<file path="src/rtl/ifetch_queue.sv">
// Instruction fetch stage: owns the PC, issues one-at-a-time imem requests and buffers
// {pc, inst} pairs in a DEPTH-entry FIFO for decode. Optional macro: IFQ_HLT_STOP_EN.
module ifetch_queue #(
  parameter int          DEPTH    = 4,
  parameter logic [15:0] RESET_PC = 16'h0000
) (
  input  logic                       clk,
  input  logic                       rst,
  input  logic                       redirect,
  input  logic [15:0]                redirect_pc,
  output logic                       imem_req,
  output logic [15:0]                imem_addr,
  input  logic                       imem_ack,
  input  logic [15:0]                imem_data,
  output logic                       id_valid,
  output logic [15:0]                id_inst,
  output logic [15:0]                id_pc,
  input  logic                       id_ready,
  output logic [15:0]                fetch_pc,
  output logic [$clog2(DEPTH):0]     occupancy,
  output logic [1:0]                 state_dbg
);

  localparam int PW = $clog2(DEPTH);
  localparam int CW = PW + 1;

  typedef enum logic [1:0] {IDLE = 2'd0, WAIT = 2'd1, DROP = 2'd2, HALT = 2'd3} state_e;

  state_e        state_q, state_d;
  logic          req_q, req_d;
  logic [15:0]   addr_q, addr_d;
  logic [15:0]   pc_q, pc_d;
  logic [PW-1:0] rd_ptr_q, rd_ptr_d;
  logic [PW-1:0] wr_ptr_q, wr_ptr_d;
  logic [CW-1:0] occ_q, occ_d;
  logic [15:0]   inst_mem_q [DEPTH];
  logic [15:0]   inst_mem_d [DEPTH];
  logic [15:0]   pc_mem_q   [DEPTH];
  logic [15:0]   pc_mem_d   [DEPTH];

  logic          ack_kept;
  logic          push;
  logic          pop;
  logic          halt_hit;
  logic [CW-1:0] occ_after;
  logic          can_issue;

  // Handshakes: a request completes on a cycle with imem_req & imem_ack; an entry leaves
  // the FIFO on a cycle with id_valid & id_ready. Redirect overrides both in that cycle.
  assign ack_kept  = (state_q == WAIT) && imem_ack;
  assign push      = ack_kept && !redirect;
  assign pop       = (occ_q != '0) && id_ready;
  assign occ_after = occ_q + CW'(push) - CW'(pop);
  // Evaluated after this cycle's push/pop, so a newly issued request always has a slot.
  assign can_issue = occ_after < CW'(DEPTH);

`ifdef IFQ_HLT_STOP_EN
  assign halt_hit = push && (imem_data[15:12] == 4'hF);
`else
  assign halt_hit = 1'b0;
`endif

  always_comb begin
    state_d    = state_q;
    req_d      = req_q;
    addr_d     = addr_q;
    pc_d       = pc_q;
    rd_ptr_d   = rd_ptr_q + PW'(pop);
    wr_ptr_d   = wr_ptr_q + PW'(push);
    occ_d      = occ_after;
    inst_mem_d = inst_mem_q;
    pc_mem_d   = pc_mem_q;
    if (push) begin
      inst_mem_d[wr_ptr_q] = imem_data;
      pc_mem_d[wr_ptr_q]   = addr_q;
    end

    if (redirect) begin
      rd_ptr_d = '0;
      wr_ptr_d = '0;
      occ_d    = '0;
      pc_d     = redirect_pc;
      unique case (state_q)
        IDLE, HALT: begin
          req_d   = 1'b1;
          addr_d  = redirect_pc;
          state_d = WAIT;
        end
        WAIT: begin
          if (imem_ack) begin
            req_d   = 1'b0;
            state_d = IDLE;
          end else begin
            state_d = DROP;
          end
        end
        DROP: begin
          if (imem_ack) begin
            req_d   = 1'b0;
            state_d = IDLE;
          end
        end
        default: state_d = IDLE;
      endcase
    end else begin
      unique case (state_q)
        IDLE: begin
          if (can_issue) begin
            req_d   = 1'b1;
            addr_d  = pc_q;
            state_d = WAIT;
          end
        end
        WAIT: begin
          if (imem_ack) begin
            pc_d = addr_q + 16'd1;
            if (halt_hit) begin
              req_d   = 1'b0;
              state_d = HALT;
            end else if (can_issue) begin
              addr_d = addr_q + 16'd1;
            end else begin
              req_d   = 1'b0;
              state_d = IDLE;
            end
          end
        end
        DROP: begin
          if (imem_ack) begin
            req_d   = 1'b0;
            state_d = IDLE;
          end
        end
        HALT: begin
          req_d = 1'b0;
        end
        default: state_d = IDLE;
      endcase
    end
  end

  always_ff @(posedge clk or posedge rst) begin
    if (rst) begin
      state_q  <= IDLE;
      req_q    <= 1'b0;
      addr_q   <= RESET_PC;
      pc_q     <= RESET_PC;
      rd_ptr_q <= '0;
      wr_ptr_q <= '0;
      occ_q    <= '0;
      for (int i = 0; i < DEPTH; i++) begin
        inst_mem_q[i] <= '0;
        pc_mem_q[i]   <= '0;
      end
    end else begin
      state_q    <= state_d;
      req_q      <= req_d;
      addr_q     <= addr_d;
      pc_q       <= pc_d;
      rd_ptr_q   <= rd_ptr_d;
      wr_ptr_q   <= wr_ptr_d;
      occ_q      <= occ_d;
      inst_mem_q <= inst_mem_d;
      pc_mem_q   <= pc_mem_d;
    end
  end

  assign imem_req  = req_q;
  assign imem_addr = addr_q;
  assign fetch_pc  = pc_q;
  assign occupancy = occ_q;
  assign id_valid  = (occ_q != '0);
  assign id_inst   = inst_mem_q[rd_ptr_q];
  assign id_pc     = pc_mem_q[rd_ptr_q];
  assign state_dbg = state_q;

endmodule

</file>
<file path="config.mk">
export PLATFORM = sky130hd
export DESIGN_NAME = ifetch_queue
export DESIGN_NICKNAME = d
export VERILOG_FILES = /design/src/rtl/ifetch_queue.sv
export SDC_FILE = /design/constraint.sdc
export NUM_CORES = 1
export LEC_CHECK = 0
export CAP_MARGIN = 0
export CORE_MARGIN = 5
export CORE_UTILIZATION = 47
export DETAILED_ROUTE_END_ITERATION = 16
export HOLD_SLACK_MARGIN = 0.12
export PLACE_DENSITY = 0.78
export SLEW_MARGIN = 20
export SYNTH_ARGS = -nofsm -noshare
export SYNTH_HDL_FRONTEND = slang
export SYNTH_SLANG_ARGS = --single-unit
</file>
<file path="constraint.sdc">
create_clock -name clk -period 7.25 [get_ports clk]
set_input_delay 0.725 -clock clk [delete_from_list [all_inputs] [get_ports clk]]
set_output_delay 0.725 -clock clk [all_outputs]
set_load 0.1 [all_outputs]
</file>
==> flow_metrics.tcl, run 1 <==
set metrics [dict create \
    max-slew-margin-rel 0.2925 \
    slowest_stage "ha_1" \
    reg2regPathDepth 14 \
    cts_root_buf "clkbuf_16" \
    path_clk_slew_ns 0.07 \
    postRouteAntennaNets 0 \
    route.detailed.drc 0 \
    avgSynthCellArea_um2 13.55 \
    totalWireLength_mm 19.00 \
    die-height_um 141.6 \
    seqCellArea_um2 4257 \
    async_reset_ff_frac 1.000 \
    cts_hold_buffers 0 \
    die_w_um 141.6 \
    diodes 0 \
    cts_resized 0 \
    dp_hpwl_mm 12.33 \
    synth_top_cells_by_count "dfrtp_1 (170), mux2_2 (125), mux4_2 (32), nor2_1 (26), o21ai_0 (22)" \
    synth.most_common_cell "dfrtp_1" \
    yosysSeqAreaShare 0.5225 \
    track_usage 0.1991 \
    fin_crit_ns 4.522 \
    cpPeakStageDelay_ns 0.61 \
    hold_start "pc_mem_q[44]" \
    cts_inserted_buffers 17 \
    fillers 1345 \
    critical_path.reg2reg.startpoint "state_dbg[1]" \
    status "complete, no violations" \
    wire_per_inst_um 20.69 \
    initial_utilization 0.4757 \
    die-area_um2 20050 \
    dr_total_vias 5352 \
    drt_first_iter_violations 388 \
    worstPathArrival_ns 4.80 \
    ys.flop_type "dfrtp_1" \
    crit_path_start_kind "register" \
    hold_class "register to register" \
    grt_overflow 0 \
    cp_cell_sequence "inv_1, ha_1, nand2b_1, nor2_8, inv_2, ha_1, inv_1, ha_1, inv_1, fa_1, xor3_1, o31ai_4, o21ai_0, o2bb2ai_1" \
    drt-vias-per-instance 5.830 \
    min_to "pc_mem_q[44]" \
    multi_input_area_um2 3596 \
    m1WireLength_mm 7.959 \
    setup_viol 0 \
    synth_top_area_share 0.5225 \
    drv_slew 0 \
    crit_required_ns 7.53 \
    wl_met2_mm 9.454 \
    ys_ff_latch 170 \
    rsz0062_at_grt "false" \
    yosys_warnings 0 \
    rr_endpoint "imem_addr[13]" \
    synth-edff-count 0 \
    min_delay_path_depth 1 \
    grt_pass1_vias 5919 \
    rows 48 \
    syn-num-nets 647 \
    synth_area_um2 8142 \
    cp-end-kind "register" \
    worstMarginPinSlew_ns 1.061 \
    cts_buffer_depth 2 \
    io_buffers 107 \
    core_um2 17120 \
    fin_crit_sh 0.6237 \
    synth_cell_types 53 \
    max_freq_mhz 221.2 \
    clk_latency_ns 0.42 \
    critPathKind "register to register" \
    synth_cells 601 \
    path_max_fanout 20 \
    cts_sinks 170 \
    hold_violations 0 \
    grt_start_max_net_pins 95 \
    r2r_slack_ns 2.73 \
    synth.area.top_cells "dfrtp_1 (52%), mux2_2 (17%), mux4_2 (8.9%)" \
    ios 108 \
    cts_max_level 4 \
    dr_wl_met3_mm 1.179 \
    cap_violations 0 \
    firstDrtPassIters 8 \
    post_cts_buffers 0 \
    area_growth_pct 22.42 \
    setup_tns_ns 0 \
    top_layer_used "met4" \
    antenna_found_initial 0 \
    place_congestion 0.8380 \
    grt_pass1_wl_mm 31.26 \
    fin_worst_skew_ns 0.01056 \
    final_nets 726 \
    drive_gt1_frac 0.2929 \
    cts_tree "built" \
    yosys.area.top_type "dfrtp_1" \
]
==> state kept, by name (all words and copies together), names as in the netlist <==
signal and flops:
occupancy 3, fetch_pc 16, imem_req 1, state_dbg 2
pc_mem_q 64, wr_ptr_q 2, imem_addr 16, rd_ptr_q 2
inst_mem_q 64
==> worst max-delay path by stage <==
stage                 startpoint       endpoint  slack (ns)  depth (start not counted)
global placement        redirect  imem_addr[14]        2.30                         13
CTS                 state_dbg[1]  imem_addr[13]        2.44                         14
global route        state_dbg[1]  imem_addr[12]        2.34                         14
detailed placement      redirect  imem_addr[13]        2.11                         13
finish              state_dbg[1]  imem_addr[13]        2.73                         14
floorplan                    rst    fetch_pc[0]        1.92                          1
==> layout make-up <==
type / instances / area share
Clock buffer: 20 / 0.04482
Clock inverter: 12 / 0.02335
Inverter: 12 / 0.005021
Multi-Input combinational cell: 367 / 0.3608
Sequential cell: 170 / 0.4271
Tap cell: 225 / 0.02825
Timing Repair Buffer: 112 / 0.1107
==> metrics by stage <==
step                      hold slack, ns  instance area (µm²)  instances  setup slack [ns]  utilization
after floorplan                   0.4532                 8142        601             1.922            -
after global placement            0.4631                 9276        886             2.305       0.5420
after detailed placement          0.4753                 9276        886             2.107       0.5420
after CTS                         0.4903                 9956        918             2.441       0.5817
after global routing              0.5113                 9967        918             2.337       0.5823
final                             0.4906                 9967        918             2.728       0.5823
==> worst max-delay path: cells and delay by family, from the launching register on <==
kind | cells | cell delay (ns)
adder cells (fa/ha/maj) | 4 | 1.45
AO/OA/AOI/OAI | 3 | 0.99
AND/OR/NAND/NOR | 2 | 0.87
flip-flops | 1 | 0.43
buffers and inverters | 4 | 0.36
XOR/XNOR | 1 | 0.26
==> cell usage in the layout (no fill, tap or decap), drive strengths merged, types with 8 or more instances in the layout <==
cell           Yosys  layout
dfrtp            170     170
mux2             128     128
clkdlybuf4s50      0     106
mux4              32      32
nor2              27      27
o21ai             22      22
a21oi             20      20
clkbuf            18      20
inv               12      16
nand2             15      15
xnor2             12      12
nor3              10      10
o2bb2ai            8       8
ha                 8       8
==> layer usage <==
metal	vias up	global-route usage
met5	-	0
met2	187	0.3218
met3	30	0.05595
li1	2375	-
met1	2760	0.2581
met4	0	0.07273
==> kinds of logic after synthesis <==
kind of cell | share of synthesized area
AO/OA/AOI/OAI | 0.07377
XOR/XNOR | 0.01967
adder cells (fa/ha/maj) | 0.01475
buffers and inverters | 0.03857
flip-flops | 0.5225
multiplexers | 0.2705
AND/OR/NAND/NOR | 0.06024
Power of run 1 is left out: the tool's default activity adds up to more than one toggle a clock period on the data nets, which glitch-free logic cannot reach.
==> inputs of run 2 (changes only) <==
==> constraint.sdc (replaced) <==
create_clock -name clk -period 4.4 [get_ports clk]
set_input_delay 0.44 -clock clk [delete_from_list [all_inputs] [get_ports clk]]
set_output_delay 0.44 -clock clk [all_outputs]
set_load 0.1 [all_outputs]
==> run 2 against run 1 <==
Compared with the run above:
- non-clock buffer count up 6
- largest cell class unchanged
- via count up 2.1%
- flip-flop and latch count unchanged
- die area unchanged
- first-iteration DRC count down 22%
- worst setup slack worse by 1.9 ns
==> flow_metrics.tcl, run 2 (same netlist as run 1, synthesis figures left out) <==
set metrics [dict create \
    status "complete, no violations" \
    grt_pass1_vias 5950 \
    area_growth_pct 22.18 \
    core_um2 17120 \
    cap_violations 0 \
    cts_tree "built" \
    grt_start_max_net_pins 111 \
    dpl_cell_area_um2 9345 \
    worstPathArrival_ns 3.84 \
    drive_gt1_frac 0.3004 \
    fin_crit_ns 3.560 \
    cts_sinks 170 \
    clk_latency_ns 0.43 \
    worstMarginPinSlew_ns 1.044 \
    io_buffers 107 \
    grt_pass1_wl_mm 31.72 \
    fin_worst_skew_ns 0.008964 \
    critical_path.reg2reg.startpoint "state_dbg[1]" \
    antenna_found_initial 0 \
    track_usage 0.2010 \
    hold_violations 0 \
    max-slew-margin-rel 0.3018 \
    cpPeakStageDelay_ns 0.46 \
    post-route-util 0.5811 \
    place_congestion 0.8767 \
    grt_overflow 0 \
    max_freq_mhz 280.9 \
    slowest_stage "o31a_1" \
    setup_tns_ns 0 \
    final_common_cell "dfrtp_1" \
    crit_path_start_kind "register" \
    reg2regPathDepth 16 \
    path_clk_slew_ns 0.07 \
    totalWireLength_mm 19.43 \
    drt-vias-per-instance 5.913 \
    die-area_um2 20050 \
    die_w_um 141.6 \
    cts_buffer_depth 2 \
    crit_required_ns 4.68 \
    route.detailed.drc 0 \
    top_regs "inst_mem_q: 64 flops, pc_mem_q: 64 flops" \
    cts_inserted_buffers 17 \
    post_cts_buffers 0 \
    cp-end-kind "register" \
    hold_class "input port to asynchronous set/reset pin" \
    dp_hpwl_mm 12.60 \
    wire_per_inst_um 21.03 \
    cts_root_buf "clkbuf_16" \
    rows 48 \
    diodes 0 \
    final_cell_mix "dfrtp_1 (168), mux2_2 (125), clkdlybuf4s50_1 (106)" \
    drv_slew 0 \
    final_nets 732 \
    r2r_slack_ns 0.84 \
    setup_viol 0 \
    cts_max_level 4 \
    rr_endpoint "imem_addr[8]" \
    fin_area_um2 9947 \
    cp_cell_sequence "inv_1, ha_1, buf_4, nand2b_1, buf_4, nor2_8, inv_2, ha_1, inv_1, ha_1, inv_1, fa_1, xor3_1, o31a_1, o21ai_0, o21ai_0" \
    drt_first_iter_violations 303 \
    path_max_fanout 20 \
    dr_total_vias 5464 \
    firstDrtPassIters 5 \
    rsz0062_at_grt "false" \
    cts_hold_buffers 0 \
    cts_resized 0 \
    ios 108 \
    fin_crit_sh 0.8092 \
    initial_utilization 0.4757 \
    die-height_um 141.6 \
    postRouteAntennaNets 0 \
    critPathKind "register to register" \
    holdWs_ns 0.2418 \
]
==> run 2: changes by cell type in the layout (fill, tap and decap cells not counted) <==
cell,delta
clkinvlp_4,+1
o31ai_2,+1
buf_4,+4
clkbuf_1,-1
o31ai_4,-1
bufinv_16,-4
inv_6,+1
buf_12,+2
clkinv_4,+3
==> run 2: critical path: cells and delay by family (launching register included) <==
family / cells / cell delay (ns)
adders and majority gates: 4 / 0.99
buffers and inverters: 6 / 0.84
AOI/OAI and AO/OA: 3 / 0.78
DFF: 1 / 0.42
xor gates and xnor gates: 1 / 0.25
and+or+nand+nor: 2 / 0.15
==> run 2: cell type report <==
| type | instances | area [µm²] |
|---|---|---|
| Clock inverter | 13 | 156.4 |
| Tap cell | 225 | 281.5 |
| Timing Repair Buffer | 118 | 1174 |
| Fill cell | 1345 | 7169 |
| Sequential cell | 170 | 4257 |
| Multi-Input combinational cell | 367 | 3587 |
| Clock buffer | 19 | 442.9 |
| Inverter | 12 | 48.80 |
==> run 2: metrics by stage <==
stage	instances	setup WS [ns]
floorplan	601	0.4053
global placement	892	0.8459
detailed placement	892	0.7490
CTS	924	0.8437
global route	924	0.5396
finish	924	0.8397
==> run 2: worst max path at each step <==
stage,depth (start not counted),slack (ns),startpoint,to
4_1_cts,16,0.84,state_dbg[1],imem_addr[8]
5_1_grt,16,0.54,state_dbg[1],imem_addr[8]
2_1_floorplan,12,0.41,occupancy[1],imem_addr[5]
3_3_place_gp,13,0.85,imem_ack,imem_addr[8]
3_5_place_dp,13,0.75,imem_ack,imem_addr[8]
6_report,16,0.84,state_dbg[1],imem_addr[8]
==> run 2: routing by layer <==
layer,GRT usage,wire length (µm),vias up
met4,0.05707,264,0
met5,0,0,-
met1,0.2522,7949,2858
met3,0.05190,1283,22
met2,0.3455,9936,199
li1,-,-,2385
Power of run 2 is left out for the same reason.
